==> config.mk <==
export PLATFORM = sky130hd
export DESIGN_NAME = spi_slave
export DESIGN_NICKNAME = d
export VERILOG_FILES = /design/src/rtl/spi_pkg.sv /design/src/rtl/spi_sync.sv /design/src/rtl/spi_slave.sv
export SDC_FILE = /design/constraint.sdc
export NUM_CORES = 1
export LEC_CHECK = 0
export CORE_MARGIN = 2
export CORE_UTILIZATION = 45
export CTS_CLUSTER_DIAMETER = 100
export CTS_CLUSTER_SIZE = 14
export DETAILED_ROUTE_END_ITERATION = 6
export PLACE_DENSITY = 0.75
export SYNTH_ARGS = -nofsm -noshare
export SYNTH_HDL_FRONTEND = slang
export SYNTH_SLANG_ARGS = --single-unit
==> constraint.sdc <==
create_clock -name clk -period 1.6 [get_ports clk]
set_clock_uncertainty 0.05 [all_clocks]
set_input_delay 0.24 -clock clk [delete_from_list [all_inputs] [get_ports clk]]
set_output_delay 0.24 -clock clk [all_outputs]
set_load 0.01 [all_outputs]
==> src/rtl/spi_pkg.sv <==
// Shared SPI definitions used by both the slave and the master side.
//   SPI_DATA_W      default frame width in bits
//   SPI_SYNC_STAGES default synchronizer depth for the asynchronous SPI pins
//   spi_state_e     protocol FSM states (IDLE, SHIFT)
package spi_pkg;

    localparam int SPI_DATA_W      = 8;
    localparam int SPI_SYNC_STAGES = 2;

    typedef enum logic {
        IDLE  = 1'b0,
        SHIFT = 1'b1
    } spi_state_e;

endpackage

==> src/rtl/spi_sync.sv <==
// Flop-chain synchronizer with edge detect for one asynchronous input.
//   clk, reset : system clock, async active-high reset
//   d          : asynchronous input
//   q          : synchronized level (last stage of the chain)
//   rise, fall : one-clk pulses on a change of q, found by comparing q with
//                its one-clk-delayed copy
// RESET_VAL is the idle level of the input, so reset produces no false edge.
// STAGES must be at least 2.
module spi_sync #(
    parameter int   STAGES    = 2,
    parameter logic RESET_VAL = 1'b0
) (
    input  logic clk,
    input  logic reset,
    input  logic d,
    output logic q,
    output logic rise,
    output logic fall
);

    logic [STAGES-1:0] chain;
    logic              q_d;

    always_ff @(posedge clk or posedge reset) begin
        if (reset) begin
            chain <= {STAGES{RESET_VAL}};
            q_d   <= RESET_VAL;
        end else begin
            chain <= {chain[STAGES-2:0], d};
            q_d   <= chain[STAGES-1];
        end
    end

    assign q    = chain[STAGES-1];
    assign rise = chain[STAGES-1] & ~q_d;
    assign fall = ~chain[STAGES-1] & q_d;

endmodule

==> src/rtl/spi_slave.sv <==
// SPI mode 0 slave, LSB first, oversampled by clk (clk >= 8x sclk).
//
//   state | meaning
//   ------+---------------------------------------------------------------
//   IDLE  | cs_n high; sclk edges ignored, miso not driven
//   SHIFT | frame active; mosi taken on sclk rise, miso moved on sclk fall
//
// Ports:
//   clk, reset             system clock, async active-high reset
//   sclk, cs_n, mosi       SPI pins from the master (asynchronous)
//   miso, miso_oe          serial data to the master and its drive enable
//   tx_data, tx_load       next byte to return, captured while tx_ready
//   tx_ready               transmit holding register empty
//   rx_data, rx_valid      last complete byte and its one-clk update strobe
//   tx_underrun            one-clk pulse: frame began with nothing to send
//   busy                   FSM in SHIFT
//   bit_count              bits received in the current frame
module spi_slave
    import spi_pkg::*;
#(
    parameter int DATA_W      = SPI_DATA_W,
    parameter int SYNC_STAGES = SPI_SYNC_STAGES
) (
    input  logic              clk,
    input  logic              reset,
    input  logic              sclk,
    input  logic              cs_n,
    input  logic              mosi,
    output logic              miso,
    output logic              miso_oe,
    input  logic [DATA_W-1:0] tx_data,
    input  logic              tx_load,
    output logic              tx_ready,
    output logic [DATA_W-1:0] rx_data,
    output logic              rx_valid,
    output logic              tx_underrun,
    output logic              busy,
    output logic [3:0]        bit_count
);

    localparam logic [3:0] FULL_CNT = 4'(DATA_W);

    spi_state_e        state_q, state_nxt;
    logic              sclk_q, sclk_rise, sclk_fall;
    logic              cs_q, cs_rise, cs_fall;
    logic              mosi_q, mosi_rise, mosi_fall;
    logic              frame_start, frame_done, tx_accept;
    logic [DATA_W-1:0] hold_q, tx_sr_q, rx_sr_q, rx_data_q;
    logic              hold_full_q, miso_q, rx_valid_q, tx_underrun_q;
    logic [3:0]        bit_cnt_q;
    logic              unused_sync;

    spi_sync #(.STAGES(SYNC_STAGES), .RESET_VAL(1'b0)) u_sync_sclk (
        .clk(clk), .reset(reset), .d(sclk),
        .q(sclk_q), .rise(sclk_rise), .fall(sclk_fall)
    );

    spi_sync #(.STAGES(SYNC_STAGES), .RESET_VAL(1'b1)) u_sync_cs (
        .clk(clk), .reset(reset), .d(cs_n),
        .q(cs_q), .rise(cs_rise), .fall(cs_fall)
    );

    spi_sync #(.STAGES(SYNC_STAGES), .RESET_VAL(1'b0)) u_sync_mosi (
        .clk(clk), .reset(reset), .d(mosi),
        .q(mosi_q), .rise(mosi_rise), .fall(mosi_fall)
    );

    // Only the sclk edges, the cs_n level and the mosi level are needed.
    assign unused_sync = ^{sclk_q, cs_rise, cs_fall, mosi_rise, mosi_fall};

    always_ff @(posedge clk or posedge reset) begin
        if (reset) state_q <= IDLE;
        else       state_q <= state_nxt;
    end

    // A byte boundary with cs_n still low starts the next frame in the same
    // clk that reports the completed byte.
    always_comb begin
        state_nxt   = state_q;
        frame_start = 1'b0;
        frame_done  = 1'b0;
        case (state_q)
            IDLE: begin
                if (!cs_q) begin
                    state_nxt   = SHIFT;
                    frame_start = 1'b1;
                end
            end
            SHIFT: begin
                frame_done = (bit_cnt_q == FULL_CNT);
                if (cs_q) state_nxt = IDLE;
                else      frame_start = frame_done;
            end
            default: state_nxt = IDLE;
        endcase
    end

    // The frame-start transfer empties the holding register in the same clk,
    // so a load arriving then is accepted even if tx_ready was low.
    assign tx_accept = tx_load & (~hold_full_q | frame_start);

    always_ff @(posedge clk or posedge reset) begin
        if (reset) begin
            hold_q      <= '0;
            hold_full_q <= 1'b0;
        end else begin
            if (frame_start) hold_full_q <= 1'b0;
            if (tx_accept) begin
                hold_q      <= tx_data;
                hold_full_q <= 1'b1;
            end
        end
    end

    always_ff @(posedge clk or posedge reset) begin
        if (reset) begin
            tx_sr_q       <= '0;
            rx_sr_q       <= '0;
            rx_data_q     <= '0;
            rx_valid_q    <= 1'b0;
            tx_underrun_q <= 1'b0;
            miso_q        <= 1'b0;
            bit_cnt_q     <= '0;
        end else begin
            rx_valid_q    <= 1'b0;
            tx_underrun_q <= 1'b0;
            if (frame_done) begin
                rx_data_q  <= rx_sr_q;
                rx_valid_q <= 1'b1;
            end
            if (frame_start) begin
                tx_sr_q       <= hold_full_q ? hold_q : '0;
                miso_q        <= hold_full_q & hold_q[0];
                tx_underrun_q <= ~hold_full_q;
                bit_cnt_q     <= '0;
            end else if (state_q == SHIFT) begin
                if (cs_q) begin
                    bit_cnt_q <= '0;
                    miso_q    <= 1'b0;
                end else begin
                    if (sclk_rise) begin
                        rx_sr_q   <= {mosi_q, rx_sr_q[DATA_W-1:1]};
                        bit_cnt_q <= bit_cnt_q + 4'd1;
                    end
                    // The falling edge that trails the last rising edge of a
                    // byte arrives after the count has wrapped to 0; skipping
                    // it keeps bit 0 of the freshly loaded byte on miso.
                    if (sclk_fall && (bit_cnt_q != '0)) begin
                        tx_sr_q <= {1'b0, tx_sr_q[DATA_W-1:1]};
                        miso_q  <= tx_sr_q[1];
                    end
                end
            end
        end
    end

    assign miso        = miso_q;
    assign miso_oe     = ~cs_q;
    assign tx_ready    = ~hold_full_q;
    assign rx_data     = rx_data_q;
    assign rx_valid    = rx_valid_q;
    assign tx_underrun = tx_underrun_q;
    assign busy        = (state_q == SHIFT);
    assign bit_count   = bit_cnt_q;

endmodule
Yosys cells after proc, flatten, opt, wreduce, memory -nomap -nowiden:

Cells that the tools add are included.

* flip-flop bits (word level): 48
* input port bits: 14
* output and inout port bits: 18
* word-level logic and storage cells: 60

* $add $sub $neg: 1
* equality and inequality tests: 2
* mux-type cells: 21
* bitwise logic cells: 11
* reduce and logical (&&, ||, !) cells: 11

Operators by type and width (number)
* 8-bit 2-to-1 mux: 5
* 4-bit 2-to-1 mux: 4
* 1-bit 2-to-1 mux: 11
* 1-bit inverter: 6
* 2-bit nonzero test: 3
* 3-bit nonzero test: 2
* 4-bit by 1-bit adder with 4-bit output, second input constant: 1
* 1-bit bitwise AND: 4
* 4-bit equality test, second input constant: 1
* 2-bit AND reduction: 2
* 4-bit AND reduction: 1
* 4-bit nonzero test: 1
* 3-bit AND reduction: 1
* 2-bit != test, second input constant: 1
* 1-bit case mux with 2 select lines: 1
* 1-bit logical AND: 1
* 1-bit OR: 1

Longest topological paths before layout:

Gate-level depths: netlist (run 1).

* word-level depth: 7
* depth in mapped cells: 7
* mapped depth without buffers: 6

Hierarchy:

Synthesis (run 1) repeated with hierarchy kept, for this count alone.

* cell total of the unflattened synthesis: 154
* area total of the unflattened synthesis: 2034.5 sq um

By module, submodules not included
* spi_slave: instances 1, cells each 136, area each 1749.2 sq um, seq. area each 1001.0 sq um
* spi_sync (u_sync_mosi ...): instances 2, cells each 6, area each 93.8 sq um, seq. area each 75.1 sq um
* spi_sync (u_sync_cs): instances 1, cells each 6, area each 97.6 sq um, seq. area each 78.8 sq um

Worst setup path after synthesis (run 1):

Ideal clock, no wire load.

* kind: register to register
* start: register bit_cnt_q[0], in the netlist bit_count[0]
* end: register hold_q[0]
* setup time: 0.125 ns
* data arrival time: 1.572 ns
* required time: 1.425 ns
* setup slack: -0.146 ns
* stages on the path, launching flop included: 7
* path buffers: 0
* clock period less this slack: 1.746 ns
* cell sequence: dfrtp_1 > inv_1 > ha_1 > nand3b_4 > a21oi_4 > o21ai_4 > mux2_2

* word-level cells in the longest chain between the ends: 5

Ends and longest elaborated chain
* start: declaration: line spi_slave.sv:50 `logic [3:0] bit_cnt_q;`
* start signal: assignment: line spi_slave.sv:143 `bit_cnt_q <= bit_cnt_q + 4'd1;`
* 4-bit equality test: line spi_slave.sv:90 `frame_done = (bit_cnt_q == FULL_CNT);`
* 1-bit 2-to-1 mux: line spi_slave.sv:91 `if (cs_q) state_nxt = IDLE;`
* 1-bit case mux with 2 select lines: line spi_slave.sv:82 `case (state_q)`
* 1-bit OR: line spi_slave.sv:100 `assign tx_accept = tx_load & (~hold_full_q | frame_start);`
* 1-bit bitwise AND: line spi_slave.sv:100
* end signal: assignment: line spi_slave.sv:109 `hold_q <= tx_data;`
* end: declaration: line spi_slave.sv:48 `logic [DATA_W-1:0] hold_q, tx_sr_q, rx_sr_q, rx_data_q;`

Every way passes these cells.
A chain may end at the register's enable or synchronous reset.

Worst setup path in the final report (run 1):

* start: register bit_cnt_q[1], in the netlist bit_count[1]
* end: register hold_q[4]

Same word-level chain as after synthesis.

==> flow_metrics.py, run 1 <==
metrics = {
    "timing": {
        "rsz0062_at_grt": "true",
        "hold_viol": 0,
        "fmax_mhz": 620,
        "setup_ws_ns": -0.0124,
        "slew_headroom": 0.772,
        "setup_tns_ns": -0.0374,
        "period_minus_slack_ns": 1.61,
        "worst_pin_slew_ns": 0.341,
        "finalCritPeriodShare": 1.01,
        "final_max_slew_viol_count": 0,
        "finalSetupViolations": 4,
    },
    "hold_path": {
        "hold_path_class": "in -> async",
    },
    "floorplan": {
        "initial_core_util": 0.475,
        "die_area_um2": 4850,
        "die_w_um": 69.7,
        "chipHeight_um": 69.7,
        "pin_count": 32,
        "num_rows": 23,
        "design.core.area_um2": 4090,
    },
    "synth": {
        "synthArstFlopShare": 1.00,
        "ys_seq_area_frac": 0.608,
        "mappedNetlistArea_um2": 1940,
        "avgSynthCellArea_um2": 13.8,
        "synth_fp_nets": 157,
        "yosys_warnings": 0,
        "synthesis.instances": 141,
        "synth_edf_count": 0,
        "synth.most_common_cell": "dfrtp_1",
        "synth_top_cell_area_share": 0.581,
        "ys_ff_latch": 47,
        "yosys.area.top_type": "dfrtp_1",
        "ys_types": 33,
        "synth_area_leaders": "dfrtp_1, mux2_2, mux2i_1",
        "ys_top_cells_by_count": "dfrtp_1, mux2_2, inv_1",
        "synth-main-ff-cell": "dfrtp_1",
    },
    "run_status": {
        "violations": "negative setup slack",
        "outcome": "finished, violations left",
    },
    "detailed_routing": {
        "drc": 0,
        "viasPerCell": 5.02,
        "vias": 1240,
        "drt-initial-drc-count": 73,
        "ant_nets": 0,
        "wire_per_inst_um": 14.0,
        "dr.pass1.iters": 4,
        "wl_um": 3460,
    },
    "pwr": {
        "peakVddDrop_mv": 0.728,
        "leakage_nw": 1.32,
        "powerDensity_nw_per_um2": 1010,
    },
    "finish": {
        "area.growth.synth_to_final_pct": 36.2,
        "nNetsFinal": 212,
        "antenna_cells": 0,
        "drive_gt1_frac": 0.376,
        "fill_cells": 295,
        "finalNonFillerCells": 247,
    },
    "critical_path": {
        "critPathMaxFanout": 8,
        "cp-end-kind": "flop",
        "startpoint": "bit_count[1]",
        "critical_path_class": "reg -> reg",
        "cp.required_ns": 1.73,
        "cp.arrival_ns": 1.74,
        "r2r-start": "bit_count[1]",
        "startpoint_type": "flop",
    },
    "clock_network": {
        "numCtsBuffers": 5,
        "cts.sinks": 47,
        "clk_pin_slew_worst_paths_ns": 0.08,
        "root_buffer": "clkbuf_8",
        "cts_htree_levels": 2,
        "cts_tree": "yes",
        "clk_path_buf_depth": 2,
        "insertion_delay_ns": 0.29,
    },
    "global_route": {
        "grt.total_usage": 0.155,
        "grt_max_degree": 28,
        "first_global_vias": 1317,
        "gr-total-overflow": 0,
        "antenna_found_initial": 0,
        "grt_pass1_wl_um": 6070,
    },
    "placed_design": {
        "gp_congestion": 0.832,
        "hpwl_um": 2550,
        "io_buffers": 31,
        "post-place-ws_ns": -0.0484,
        "dpl.cell_count": 231,
    },
    "job": {
        "maxCapViolations": 0,
    },
}
[stage by stage]
step | total power, mW | util | hold WS (ns) | instance area (um^2)
after floorplan | 1.75 | - | 0.194 | 1980
after global placement | 1.87 | 0.593 | 0.281 | 2420
after detailed placement | 1.91 | 0.593 | 0.294 | 2420
after CTS | 2.65 | 0.631 | 0.233 | 2580
after global routing | 2.80 | 0.646 | 0.285 | 2640
final | 2.66 | 0.646 | 0.231 | 2640
[layout make-up]
| cell class | count | area [um^2] | area share |
|---|---|---|---|
| Sequential cell | 47 | 1180 | 0.448 |
| Multi-Input combinational cell | 79 | 772 | 0.292 |
| Timing Repair Buffer | 52 | 488 | 0.185 |
| Clock buffer | 7 | 86.3 | 0.0327 |
| Tap cell | 50 | 62.6 | 0.0237 |
| Inverter | 11 | 41.3 | 0.0156 |
| Clock inverter | 1 | 8.76 | 0.00332 |
[path summary, 6_finish.rpt]
check                                       end  slack (ns)  cells past startpoint
setup reg to reg                      hold_q[4]       -0.01                      7
setup / recovery                      hold_q[4]       -0.01                      7
min in group clk             u_sync_cs.chain[0]        0.30                      1
hold / removal                       rx_sr_q[3]        0.23                      3
max in group asynchronous    u_sync_cs.chain[1]        0.92                      3
hold reg to reg            u_sync_mosi.chain[1]        0.31                      0
[where the power goes]
group          total (mW)  internal (mW)  switching [mW]  leakage (nW)
clock               0.722          0.354           0.368        0.0484
sequential           1.47           1.37           0.101         0.592
combinational       0.466          0.283           0.183         0.684
[state kept, by name, summed over array words and instances, names as in the netlist]
signal             cells
hold_q                 8
rx_data                8
rx_sr_q                8
tx_sr_q                7
bit_count              4
u_sync_cs.chain        2
u_sync_mosi.chain      2
u_sync_sclk.chain      2
busy                   1
hold_full_q            1
miso                   1
rx_valid               1
tx_underrun            1
u_sync_sclk.q_d        1
[cells by family (layout without fill, tap and decap cells)]
family / after synthesis / after routing / share of synthesized area
adder cells (fa/ha/maj): 2 / 2 / 0.0129
AND/OR/NAND/NOR: 25 / 25 / 0.0761
AO/OA/AOI/OAI: 16 / 16 / 0.0677
buffers and inverters: 15 / 71 / 0.0323
flip-flops: 47 / 47 / 0.608
multiplexers: 36 / 36 / 0.203
[critical path: stages, from the launching register on]
cell and delay [ns]:
dfrtp_2 0.41, inv_2 0.07, ha_4 0.15, nand3b_4 0.11
a21oi_4 0.21, o21ai_4 0.08, buf_12 0.14, mux2_4 0.29
[metal layers]
layer / vias up / wire length, um / track usage / part of all wire
li1: 593 / - / - / -
met1: 609 / 1570 / 0.210 / 0.45
met2: 32 / 1700 / 0.252 / 0.49
met3: 6 / 149 / 0.0407 / 0.043
met4: 0 / 32 / 0.0385 / 0.0093
met5: - / 0 / 0 / 0
[cells in the final DEF, fill, tap and decap left out, types with 2 or more instances in the layout]
cell type	netlist	final
and2_1	3	3
buf_4	1	18
buf_6	0	2
clkbuf_8	0	6
clkdlybuf4s50_1	0	25
dfrtp_1	45	42
dfrtp_2	0	3
dfstp_2	2	2
dlygate4sd2_1	0	4
dlymetal6s2s_1	0	2
inv_1	11	7
inv_2	0	4
mux2_2	27	15
mux2_4	0	12
mux2i_1	9	9
nand2_1	8	7
nand2b_1	3	3
nand3_1	2	2
nor2_1	2	2
o21ai_0	4	4
o21bai_1	2	2
[timing repair]
item / in CTS / in global routing
setup buffers: 7 / 1
hold buffers: 0 / 0
pin swaps: 3 / 2
endpoints found under the setup margin: 19 / 25
gates resized for setup: 9 / 11
Note: power is estimated with default switching activity, not from simulation.
==> inputs of run 2 (changes only) <==
--- a/config.mk
+++ b/config.mk
@@ -11,6 +11,7 @@
 export CTS_CLUSTER_SIZE = 14
 export DETAILED_ROUTE_END_ITERATION = 6
 export PLACE_DENSITY = 0.75
+export SLEW_MARGIN = 25
 export SYNTH_ARGS = -nofsm -noshare
 export SYNTH_HDL_FRONTEND = slang
 export SYNTH_SLANG_ARGS = --single-unit
==> results of run 2 <==
The final DEF is identical to that of run 1; final timing and power are the same.
